### config.mk
export PLATFORM = sky130hd
export DESIGN_NAME = act_interp_scheduler
export DESIGN_NICKNAME = d
export VERILOG_FILES = /design/src/rtl/act_interp_scheduler.sv
export SDC_FILE = /design/constraint.sdc
export NUM_CORES = 1
export LEC_CHECK = 0
export BUFFER_PORTS_ARGS = -buffer_cell sky130_fd_sc_hd__buf_4
export CELL_PAD_IN_SITES_DETAIL_PLACEMENT = 0
export CELL_PAD_IN_SITES_GLOBAL_PLACEMENT = 1
export CORE_ASPECT_RATIO = 0.7
export CORE_UTILIZATION = 40
export DETAILED_ROUTE_END_ITERATION = 7
export PLACE_DENSITY = 0.83
export SLEW_MARGIN = 10
export SYNTH_ARGS = -nofsm -noshare
export SYNTH_HDL_FRONTEND = slang
export SYNTH_SLANG_ARGS = --single-unit
### constraint.sdc
create_clock -name clk -period 4.6 [get_ports clk]
set_input_delay 0.46 -clock clk [delete_from_list [all_inputs] [get_ports clk]]
set_output_delay 0.46 -clock clk [all_outputs]
set_load 0.05 [all_outputs]
### src/rtl/act_interp_scheduler.sv
// Round-robin scheduler sharing one synchronous activation ROM and one combinational
// interpolator among N_REQ requesters; results return tagged with the requester id.
module act_interp_scheduler #(
    parameter int N_REQ  = 4,
    parameter int ID_W   = 2,
    parameter int DATA_W = 8,
    parameter int FRAC_W = 4,
    parameter int IDX_W  = 4
) (
    input  logic                      clk,
    input  logic                      rst,
    input  logic [N_REQ-1:0]          req_valid,
    input  logic [N_REQ*DATA_W-1:0]   req_data,
    output logic [N_REQ-1:0]          req_ready,
    output logic                      lut_rd,
    output logic [IDX_W-1:0]          lut_addr,
    input  logic [DATA_W-1:0]         lut_rdata,
    output logic [DATA_W-1:0]         interp_base,
    output logic [DATA_W-1:0]         interp_next,
    output logic [DATA_W-1:0]         interp_rem,
    input  logic [DATA_W-1:0]         interp_value,
    output logic                      resp_valid,
    output logic [ID_W-1:0]           resp_id,
    output logic [DATA_W-1:0]         resp_data,
    input  logic                      resp_ready,
    output logic                      busy,
    output logic [2:0]                dbg_state
);

    // Handshakes: a transfer happens on a rising edge where valid & ready are both high;
    // the source holds data stable while valid is high and ready is low.
    typedef enum logic [2:0] {IDLE, RD_BASE, RD_NEXT, INTERP, RESP} state_t;

    state_t              state_q, state_d;
    logic [ID_W-1:0]     rr_q, grant_id, id_q, resp_id_q;
    logic                grant_found, hs;
    logic [DATA_W-1:0]   grant_data, base_q, resp_data_q;
    logic [DATA_W-1:0]   hold_base_q, hold_next_q, hold_rem_q, rem_ext;
    logic [FRAC_W-1:0]   rem_q;
    logic [IDX_W-1:0]    addr_q, nidx;

    // Integer part offset by half the table so the most negative value maps to entry 0.
    function automatic logic [IDX_W-1:0] to_idx(input logic [DATA_W-1:0] v);
        return {~v[DATA_W-1], v[DATA_W-2:FRAC_W]};
    endfunction

    always_comb begin
        grant_found = 1'b0;
        grant_id    = '0;
        for (int k = 0; k < N_REQ; k++) begin
            if (!grant_found && req_valid[(int'(rr_q) + k) % N_REQ]) begin
                grant_found = 1'b1;
                grant_id    = ID_W'((int'(rr_q) + k) % N_REQ);
            end
        end
    end

    assign grant_data = req_data[grant_id*DATA_W +: DATA_W];
    assign hs         = (state_q == IDLE) && grant_found;
    assign nidx       = (addr_q == {IDX_W{1'b1}}) ? addr_q : addr_q + 1'b1;
    assign rem_ext    = {{(DATA_W-FRAC_W){1'b0}}, rem_q};

    always_comb begin
        state_d    = state_q;
        req_ready  = '0;
        lut_rd     = 1'b0;
        resp_valid = 1'b0;
        busy       = (state_q != IDLE);
        unique case (state_q)
            IDLE: begin
                if (hs) begin
                    req_ready = N_REQ'(1) << grant_id;
                    state_d   = RD_BASE;
                end
            end
            RD_BASE: begin
                lut_rd  = 1'b1;
                state_d = RD_NEXT;
            end
            RD_NEXT: begin
                lut_rd  = 1'b1;
                state_d = INTERP;
            end
            INTERP: state_d = RESP;
            RESP: begin
                resp_valid = 1'b1;
                if (resp_ready) state_d = IDLE;
            end
            default: state_d = IDLE;
        endcase
    end

    always_ff @(posedge clk or negedge rst) begin
        if (!rst) begin
            state_q     <= IDLE;
            rr_q        <= '0;
            id_q        <= '0;
            rem_q       <= '0;
            addr_q      <= '0;
            base_q      <= '0;
            hold_base_q <= '0;
            hold_next_q <= '0;
            hold_rem_q  <= '0;
            resp_data_q <= '0;
            resp_id_q   <= '0;
        end else begin
            state_q <= state_d;
            case (state_q)
                IDLE: begin
                    if (hs) begin
                        id_q   <= grant_id;
                        rem_q  <= grant_data[FRAC_W-1:0];
                        addr_q <= to_idx(grant_data);
                        rr_q   <= (grant_id == ID_W'(N_REQ-1)) ? '0 : grant_id + 1'b1;
                    end
                end
                RD_BASE: addr_q <= nidx;
                RD_NEXT: base_q <= lut_rdata;
                INTERP: begin
                    hold_base_q <= base_q;
                    hold_next_q <= lut_rdata;
                    hold_rem_q  <= rem_ext;
                    resp_data_q <= interp_value;
                    resp_id_q   <= id_q;
                end
                default: ;
            endcase
        end
    end

    // Interpolator inputs are live only in INTERP and keep their last value otherwise.
    assign interp_base = (state_q == INTERP) ? base_q    : hold_base_q;
    assign interp_next = (state_q == INTERP) ? lut_rdata : hold_next_q;
    assign interp_rem  = (state_q == INTERP) ? rem_ext   : hold_rem_q;
    assign lut_addr    = addr_q;
    assign resp_id     = resp_id_q;
    assign resp_data   = resp_data_q;
    assign dbg_state   = state_q;

endmodule
==> metrics.txt <==
power consumption ~3.3 mW; number of distinct library cell variants in the gate-level netlist after synthesis 35; Top-Level Pins 103; cells traversed along the worst timing path a21oi_1 -> o21ai_1 -> a21oi_2 -> ha_1 -> and3_1 -> buf_4; final routed wire length divided by cell count 13.8 um; post-synthesis cell type with the largest combined area sky130_fd_sc_hd__dfrtp_1; Post-DRT Antenna Nets 0; clock latency of the later-clocked register in the worst-skew pair around 0.33 ns; CP required 4.14 ns; largest fanout on the critical path 14; area enclosed by the die boundary 0.00684 sq mm; vias per cell 4.95; worst-case hold slack 0.186 ns; gr ovfl total 0; highest achievable clock rate 368 MHz; clock slew seen by the registers of the worst setup and hold paths 0.07 ns; global-route wire length before repair 9.16 mm; PostCTS Resize Cnt 0; number of max-slew violations in the final report 0; number of nets in the finished design 367; CTS tree done; maximum single-stage delay on the critical path a little over 0.6 ns; Post-CTS Setup Repair Bufs 0; class of the tightest hold or removal check in2async; transition at the pin with the smallest max-transition slack approximately 0.77 ns; total placed instance area 0.00344 sq mm; top cell family by delay on the critical path compound AO/OA/AOI/OAI gates; worst-case vdd ir drop 0.537 mV; endpoint kind of the worst setup timing path output pin; total negative setup slack 0 ns; antenna violations before repair 0; Arr. time, crit path 2.26 ns; start point of the critical path rr_q[1]; synthesized area divided by synthesized cell count between 10 and 15 sq um; min Tclk post-route approximately 2.7 ns; number of clock buffers inserted by TritonCTS 9; number of global-route vias before repair roughly 2,000; standard cell core area 0.00625 sq mm; CTS Root Buffer Type sky130_fd_sc_hd__clkbuf_8; detailed-route via count 1,940; RSZ-0062 raised after global routing false; crit path launch type flip-flop; port buffer count 102; violation count after the first detailed-routing iteration 85; Row Count 24; leading cell type in the layout, fill and taps excluded sky130_fd_sc_hd__buf_4; total of flip-flops plus latches after synthesis between 50 and 60; power density over cell area 892 mW/mm^2; Reg2Reg Launch Point rr_q[1]; utilization after layout 58.7%; H-tree lvl count 3; width of the chip ~98 um; run status finished with violations; fin crit share roughly three fifths; starting density of the core a little over two fifths; number of hold-repair buffers added at the cts stage 0; number of sinks handled by clock tree synthesis 57; synthesized netlist cell count about 200; Slew headroom 48.1%; pin count of the biggest net entering global routing 58; Worst Setup Path Type reg2out; area of all sequential standard cells 0.00143 sq mm; final hold violation count 0; violated checks design-rule violations; Setup Viol. Count Final 0; number of buffers and inverters on the critical path 1; fraction of post-synthesis cell area in the top cell type by area 54.8%; area growth from synthesis to layout 40.8%; top cells by area in the synthesized netlist sky130_fd_sc_hd__dfrtp_1 (55%), sky130_fd_sc_hd__mux2_2 (18%), sky130_fd_sc_hd__mux2i_1 (7.7%); die height about 70 um; deepest clock path buffer count 2; share of synthesized registers carrying an async set or reset 100%; synthesized net count 260; Routed Wire Length 5.41 mm; commonest cells after routing, fill and taps aside sky130_fd_sc_hd__buf_4 (104), sky130_fd_sc_hd__dfrtp_1 (57), sky130_fd_sc_hd__mux2_2 (42); fraction of layout instances using a drive strength above 1 53.5%; count of flip-flops with a built-in enable after synthesis 0; slowest CP cell sky130_fd_sc_hd__a21oi_2; multi-input gate area in the final layout 0.00110 sq mm; final-layout fill cell count 529; YS warnings 0; final estimated routing congestion in global placement roughly 0.76; final clock skew between 0.008 and 0.009 ns; max capacitance violation total 0; commonest register cell after synthesis sky130_fd_sc_hd__dfrtp_1; Synth Cell Area around 0.0026 sq mm; leakage power 1.79 nW; dpl hpwl 3.98 mm; Post-Layout Inst Area 0.00367 sq mm; sequential share of the synthesized area 54.8%; total DRC errors in the routed layout 6; iteration count of the initial detailed-routing pass 6; overall track demand over capacity in global routing 17.2%; Inserted Diodes 0
## report_power, final
group	internal, mW	leakage, nW	switching [mW]
registers	0.738	0.693	0.131
logic	0.671	0.990	1.21
clock network	0.332	0.112	0.191
total	1.74	1.79	1.53
## metal layers
metal | track usage [%] | share of wire [%]
met1 | 23.9 | 45
met2 | 25.9 | 47
met3 | 6.05 | 7.0
met4 | 3.98 | 0.85
met5 | 0 | 0
## Yosys cell counts, drive strengths merged, types with 3 or more instances
cell type and n:
dfrtp 57, buf 6, a221o 3, mux2 42
a21oi 4, nor3b 4, o21ai 10, and2 4
nor2 5, nor3 4, nand2 17, inv 7
mux2i 20
## final timing paths
path / end / cells past startpoint / slack [ns]
setup / recovery: req_ready[3] / 6 / 1.88
hold reg to reg: id_q[0] / 2 / 0.48
min in group clk: dbg_state[2] / 2 / 0.32
hold / removal: hold_rem_q[0] / 1 / 0.19
setup reg to reg: lut_addr[1] / 6 / 2.52
max in group asynchronous: base_q[2] / 1 / 3.95
## state kept, by name, summed over array words and instances, names as in the netlist
| name | count |
|---|---|
| rr_q | 2 |
| resp_id | 2 |
| lut_addr | 4 |
| hold_rem_q | 8 |
| id_q | 2 |
| dbg_state | 3 |
| hold_next_q | 8 |
| hold_base_q | 8 |
| resp_data | 8 |
| rem_q | 4 |
| base_q | 8 |
## cell families (layout without fill, tap and decap cells)
kind of cell | count (synthesis) | after routing | share of synthesized area, %
multiplexers | 62 | 62 | 25.9
flip-flops | 57 | 57 | 54.8
AND/OR/NAND/NOR | 44 | 44 | 8.99
AO/OA/AOI/OAI | 22 | 22 | 6.29
buffers and inverters | 16 | 127 | 3.12
adder cells (fa/ha/maj) | 2 | 2 | 0.961
## layout make-up
| type | instances | share of cell area [%] |
|---|---|---|
| Tap cell | 78 | 2.66 |
| Inverter | 8 | 0.819 |
| Multi-Input combinational cell | 130 | 30.1 |
| Clock inverter | 4 | 2.08 |
| Clock buffer | 11 | 4.13 |
| Sequential cell | 57 | 38.9 |
| Timing Repair Buffer | 104 | 21.3 |
## per-stage QoR
stage / std cells / setup slack (ns)
after floorplan: 203 / 1.64
after global placement: 377 / 2.14
after detailed placement: 377 / 2.10
after CTS: 392 / 1.87
after global routing: 392 / 1.72
final: 392 / 1.88
(Power assumes the default switching activity.)
